`config.mk`:
```
export PLATFORM = sky130hd
export DESIGN_NAME = l2_arbiter
export DESIGN_NICKNAME = d
export VERILOG_FILES = /design/src/rtl/l2_arbiter_pkg.sv /design/src/rtl/l2_arbiter_fsm.sv /design/src/rtl/l2_arbiter.sv
export SDC_FILE = /design/constraint.sdc
export NUM_CORES = 1
export LEC_CHECK = 0
export ABC_AREA = 1
export CORE_AREA = 8 8 319 321
export CTS_BUF_LIST = sky130_fd_sc_hd__clkbuf_4
export CTS_CLUSTER_DIAMETER = 100
export DETAILED_ROUTE_END_ITERATION = 10
export DIE_AREA = 0 0 327 329
export PLACE_DENSITY = 0.3
export SYNTH_ARGS = -nofsm -noshare
export SYNTH_HDL_FRONTEND = slang
export SYNTH_SLANG_ARGS = --single-unit
export TNS_END_PERCENT = 20
```
`constraint.sdc`:
```
create_clock -name clk -period 1.78 [get_ports clk]
set_input_delay 0.267 -clock clk [delete_from_list [all_inputs] [get_ports clk]]
set_output_delay 0.267 -clock clk [all_outputs]
set_load 0.05 [all_outputs]
```
`src/rtl/l2_arbiter_pkg.sv`:
```
// Shared types for the LC-3b memory hierarchy, including the L2 arbiter
// state encoding and its reset-time round-robin pointer.
package lc3b_types;

    typedef logic [15:0]  lc3b_word;
    typedef logic [127:0] lc3b_line;

    typedef enum logic [1:0] {
        ARB_IDLE,
        ARB_SERVE_I,
        ARB_SERVE_D
    } l2_arb_state_t;

    // Pointing at D after reset means I wins the first conflict.
    localparam logic ARB_RESET_LAST_IS_D = 1'b1;

endpackage

```
`src/rtl/l2_arbiter_fsm.sv`:
```
// Grant FSM for the L2 arbiter: round-robin between I and D, one grant per
// transaction, with an IDLE bubble after every L2 response.
// Optional macro L2_ARBITER_PERF_EN adds grant/conflict counters.
//
// state       | meaning
// ARB_IDLE    | no grant, arbitrating incoming requests
// ARB_SERVE_I | I-cache owns L2 until L2_resp
// ARB_SERVE_D | D-cache owns L2 until L2_resp
module l2_arbiter_fsm
    import lc3b_types::*;
(
    input  logic        clk,
    input  logic        rst,
    input  logic        req_i,
    input  logic        req_d,
    input  logic        l2_resp,
`ifdef L2_ARBITER_PERF_EN
    output logic [31:0] perf_i_grants,
    output logic [31:0] perf_d_grants,
    output logic [31:0] perf_conflicts,
`endif
    output logic        sel_d,
    output logic        grant_valid
);

    l2_arb_state_t state;
    logic          last_is_d;
    logic          pick_i;

    // On a conflict the requester not served last wins.
    assign pick_i = req_i && (!req_d || last_is_d);

    // Grant state, round-robin pointer and registered steering controls.
    always_ff @(posedge clk or posedge rst) begin
        if (rst) begin
            state       <= ARB_IDLE;
            last_is_d   <= ARB_RESET_LAST_IS_D;
            sel_d       <= 1'b0;
            grant_valid <= 1'b0;
        end else begin
            case (state)
                ARB_IDLE: begin
                    if (pick_i) begin
                        state       <= ARB_SERVE_I;
                        sel_d       <= 1'b0;
                        grant_valid <= 1'b1;
                    end else if (req_d) begin
                        state       <= ARB_SERVE_D;
                        sel_d       <= 1'b1;
                        grant_valid <= 1'b1;
                    end
                end
                ARB_SERVE_I, ARB_SERVE_D: begin
                    if (l2_resp) begin
                        state       <= ARB_IDLE;
                        last_is_d   <= (state == ARB_SERVE_D);
                        sel_d       <= 1'b0;
                        grant_valid <= 1'b0;
                    end
                end
                default: begin
                    state       <= ARB_IDLE;
                    sel_d       <= 1'b0;
                    grant_valid <= 1'b0;
                end
            endcase
        end
    end

`ifdef L2_ARBITER_PERF_EN
    // Free-running wrap-around counters of grants and IDLE-cycle conflicts.
    always_ff @(posedge clk or posedge rst) begin
        if (rst) begin
            perf_i_grants  <= '0;
            perf_d_grants  <= '0;
            perf_conflicts <= '0;
        end else if (state == ARB_IDLE) begin
            if (pick_i)
                perf_i_grants <= perf_i_grants + 32'd1;
            else if (req_d)
                perf_d_grants <= perf_d_grants + 32'd1;
            if (req_i && req_d)
                perf_conflicts <= perf_conflicts + 32'd1;
        end
    end
`endif

endmodule

```
`src/rtl/l2_arbiter.sv`:
```
// L2 port arbiter between I-cache and D-cache: grant FSM plus the address,
// write-data and read-data steering muxes. Caches and L2 connect directly.
// Optional macro L2_ARBITER_PERF_EN exposes 32-bit perf counters.
module l2_arbiter
    import lc3b_types::*;
#(
    parameter int ADDR_W = $bits(lc3b_word),
    parameter int LINE_W = $bits(lc3b_line)
) (
    input  logic              clk,
    input  logic              rst,
    input  logic              I_read,
    input  logic              I_write,
    input  logic [ADDR_W-1:0] I_addr,
    input  logic [LINE_W-1:0] I_wdata,
    output logic [LINE_W-1:0] I_rdata,
    output logic              I_resp,
    input  logic              D_read,
    input  logic              D_write,
    input  logic [ADDR_W-1:0] D_addr,
    input  logic [LINE_W-1:0] D_wdata,
    output logic [LINE_W-1:0] D_rdata,
    output logic              D_resp,
    output logic              L2_read,
    output logic              L2_write,
    output logic [ADDR_W-1:0] L2_addr,
    output logic [LINE_W-1:0] L2_wdata,
    input  logic [LINE_W-1:0] L2_rdata,
`ifdef L2_ARBITER_PERF_EN
    output logic [31:0]       perf_i_grants,
    output logic [31:0]       perf_d_grants,
    output logic [31:0]       perf_conflicts,
`endif
    input  logic              L2_resp
);

    logic sel_d;
    logic grant_valid;

    l2_arbiter_fsm u_fsm (
        .clk            (clk),
        .rst            (rst),
        .req_i          (I_read | I_write),
        .req_d          (D_read | D_write),
        .l2_resp        (L2_resp),
`ifdef L2_ARBITER_PERF_EN
        .perf_i_grants  (perf_i_grants),
        .perf_d_grants  (perf_d_grants),
        .perf_conflicts (perf_conflicts),
`endif
        .sel_d          (sel_d),
        .grant_valid    (grant_valid)
    );

    // Steer the owner's request to L2 and L2's reply to the owner only.
    always_comb begin
        L2_read  = 1'b0;
        L2_write = 1'b0;
        L2_addr  = '0;
        L2_wdata = '0;
        I_rdata  = '0;
        I_resp   = 1'b0;
        D_rdata  = '0;
        D_resp   = 1'b0;
        if (grant_valid) begin
            if (sel_d) begin
                L2_read  = D_read;
                L2_write = D_write;
                L2_addr  = D_addr;
                L2_wdata = D_wdata;
                D_rdata  = L2_rdata;
                D_resp   = L2_resp;
            end else begin
                L2_read  = I_read;
                L2_write = I_write;
                L2_addr  = I_addr;
                L2_wdata = I_wdata;
                I_rdata  = L2_rdata;
                I_resp   = L2_resp;
            end
        end
    end

endmodule

```
==> flow_metrics.tcl <==
set metrics [dict create \
    reg2reg_slack_ns 0.01 \
    violations "negative setup slack" \
    clk_path_buf_depth 2 \
    routedWlPerCell_um 26.40 \
    cp-end-kind "output pin" \
    grt_pass1_wl_mm 104.6 \
    crit_slowest_cell "dfrtp_4" \
    setup_viol 404 \
    drc 0 \
    synth.top_cell.area_share 0.2869 \
    hpwl_mm 72.77 \
    portBuffers 826 \
    finalClockSkew_ns 0.001792 \
    ys_ff_latch 4 \
    path_clk_slew_ns 0.04 \
    dp.cells 3116 \
    drt_iter0_markers 358 \
    finalWorstSetupSlack_ns -0.2624 \
    cp-start-kind "flip-flop" \
    dr.pass1.iters 5 \
    yosysWarningCount 0 \
    dieWidth_um 327 \
    worstPathRequired_ns 1.51 \
    cts_root_buf "clkbuf_4" \
    mostFrequentLayoutCells "clkdlybuf4s50_1 (422), buf_12 (403), nand2_1 (246)" \
    hold_violations 0 \
    gp_congestion 0.8536 \
    grt_overflow 0 \
    cp_data_arrival_time_ns 1.78 \
    slew_viol_final 0 \
    synth_nets 1359 \
    n_fill_cell 10670 \
    synth_cell_types 15 \
    synth_area_per_cell_um2 4.188 \
    final_antenna_net_count 0 \
    dp_slack_ns -0.4415 \
    synth_area_mm2 0.003911 \
    mostFrequentLayoutCell "clkdlybuf4s50_1" \
    slew_headroom 0.7993 \
    syn2layout_area_growth_pct 440.7 \
    clock_sinks 4 \
    power_leakage_nw 8.671 \
    grt_pass1_vias 10850 \
    critPathMaxFanout 7 \
    std_cell_rows 115 \
    track_usage 0.1406 \
    via_count 9933 \
    cts_buffers 3 \
    maxCapViolations 0 \
    fin_crit_sh 1.147 \
    grt_max_degree 58 \
    fmax_mhz 489.6 \
    rsz0062_at_grt "yes" \
    synth_top_area_cell "nand2_1" \
    max_slew.worst_pin.slew_ns 0.3007 \
    path_class "reg -> out" \
    crit_path_max_incr_delay_ns 0.53 \
    finalHoldWorstSlack_ns 0.2180 \
    start_util 0.04027 \
    antenna_found_initial 30 \
    via_per_inst 3.143 \
    wirelength_mm 83.44 \
    crit_chain "buf_6 > nand2_8 > buf_12 > buf_12 > buf_8 > nor2_2 > buf_12" \
    die_height_um 329 \
    power_density_mw_per_mm2 1880 \
    hold_class "in -> async" \
    final.min_clock_period_ns 2.042 \
    crit_path_frequent_cell "buf_12" \
    cts_tree "done" \
    synth_area_leaders "nand2_1 (29%), nor2_1 (25%), a21oi_1 (19%)" \
    yosysSeqAreaShare 0.02591 \
    nets 2288 \
    tns_ns -57.46 \
    syn_inst 934 \
    pin_count 827 \
    drive_above_1_share 0.5086 \
    status "finished, violations left" \
    coreArea_mm2 0.09712 \
    insertion_delay_ns 0.25 \
    die_area_mm2 0.1076 \
    peakVddDrop_v 0.0006416 \
    stdcell_count 3160 \
    h-tree-depth 1 \
]
worst max-delay path: cells and delay by family, from the launching register on:
| family | cells | cell delay [ns] |
|---|---|---|
| buffers and inverters | 5 | 0.76 |
| flip-flops | 1 | 0.53 |
| AND/OR/NAND/NOR | 2 | 0.20 |
sequential cells by signal, summed over array words and instances, names as in the netlist:
name and flops:
u_fsm.grant_valid 1, u_fsm.sel_d 1, u_fsm.state 1, u_fsm.last_is_d 1
cells in the mapped netlist (all sizes together):
cell    count
nand2     299
nor2      262
a21oi     146
inv       139
buf        56
clkbuf     19
dfrtp       3
nand3       3
ha          2
o21ai       2
a31oi       1
dfstp       1
nand4       1
cell families after synthesis:
group,synth area share
buffers and inverters,0.2329
and+or+nand+nor,0.5438
AOI/OAI and AO/OA,0.1910
DFF,0.02591
adders and majority gates,0.006397
where the power goes:
group          leakage (nW)  switching [W]  total, W  internal [W]
Combinational          8.61         0.0225    0.0394        0.0169
Clock                0.0185      0.0000488  0.000149      0.000100
Sequential           0.0452      0.0000597  0.000211      0.000152
repair_timing:
action / 4_1_cts / 5_1_grt
hold endpoints to repair: 0 / 0
hold buffers: 0 / 0
resized for setup: 219 / 266
endpoints found under the setup margin: 382 / 407
buffers inserted: 13 / 12
cloned: 8 / 13
pin swaps: 15 / 25
layer usage:
layer  wire length [µm]  part of all wire  vias to the layer above  track usage
li1                   -                 -                     4637            -
met1              34720              0.42                     4664       0.1734
met2              39170              0.47                      530       0.2331
met3               7291             0.087                       80      0.05274
met4               2116             0.025                       22      0.02911
met5                140            0.0017                        -            0
layout make-up:
cell class	instances	area, µm²	area share
timing repair buffer	998	14270	0.6748
multi-input combinational	716	4548	0.2151
tap	1287	1610	0.07614
inverter	139	546.8	0.02585
sequential	4	106.4	0.005029
clock buffer	4	30.03	0.001420
antenna	11	27.53	0.001302
timing repair inverter	1	8.758	0.0004142
worst paths after layout:
path | start | end | depth (start not counted)
max | u_fsm.sel_d | D_rdata[71] | 7
min | rst | u_fsm.sel_d | 2
max reg2reg | u_fsm.sel_d | u_fsm.state[0] | 9
min reg2reg | u_fsm.last_is_d | u_fsm.last_is_d | 2
max in group asynchronous | rst | u_fsm.last_is_d | 2
min in group clk | u_fsm.last_is_d | u_fsm.last_is_d | 2
metrics by stage:
| stage | total power, W | utilization | area, µm² |
|---|---|---|---|
| 6_report | 0.03977 | 0.2177 | 21150 |
| 5_1_grt | 0.04132 | 0.2176 | 21130 |
| 4_1_cts | 0.03812 | 0.2054 | 19950 |
| 3_5_place_dp | 0.03559 | 0.1932 | 18760 |
| 3_3_place_gp | 0.03563 | 0.1932 | 18760 |
| 2_1_floorplan | 0.01524 | - | 4084 |
No activity file was read; power rests on OpenSTA's default activity.
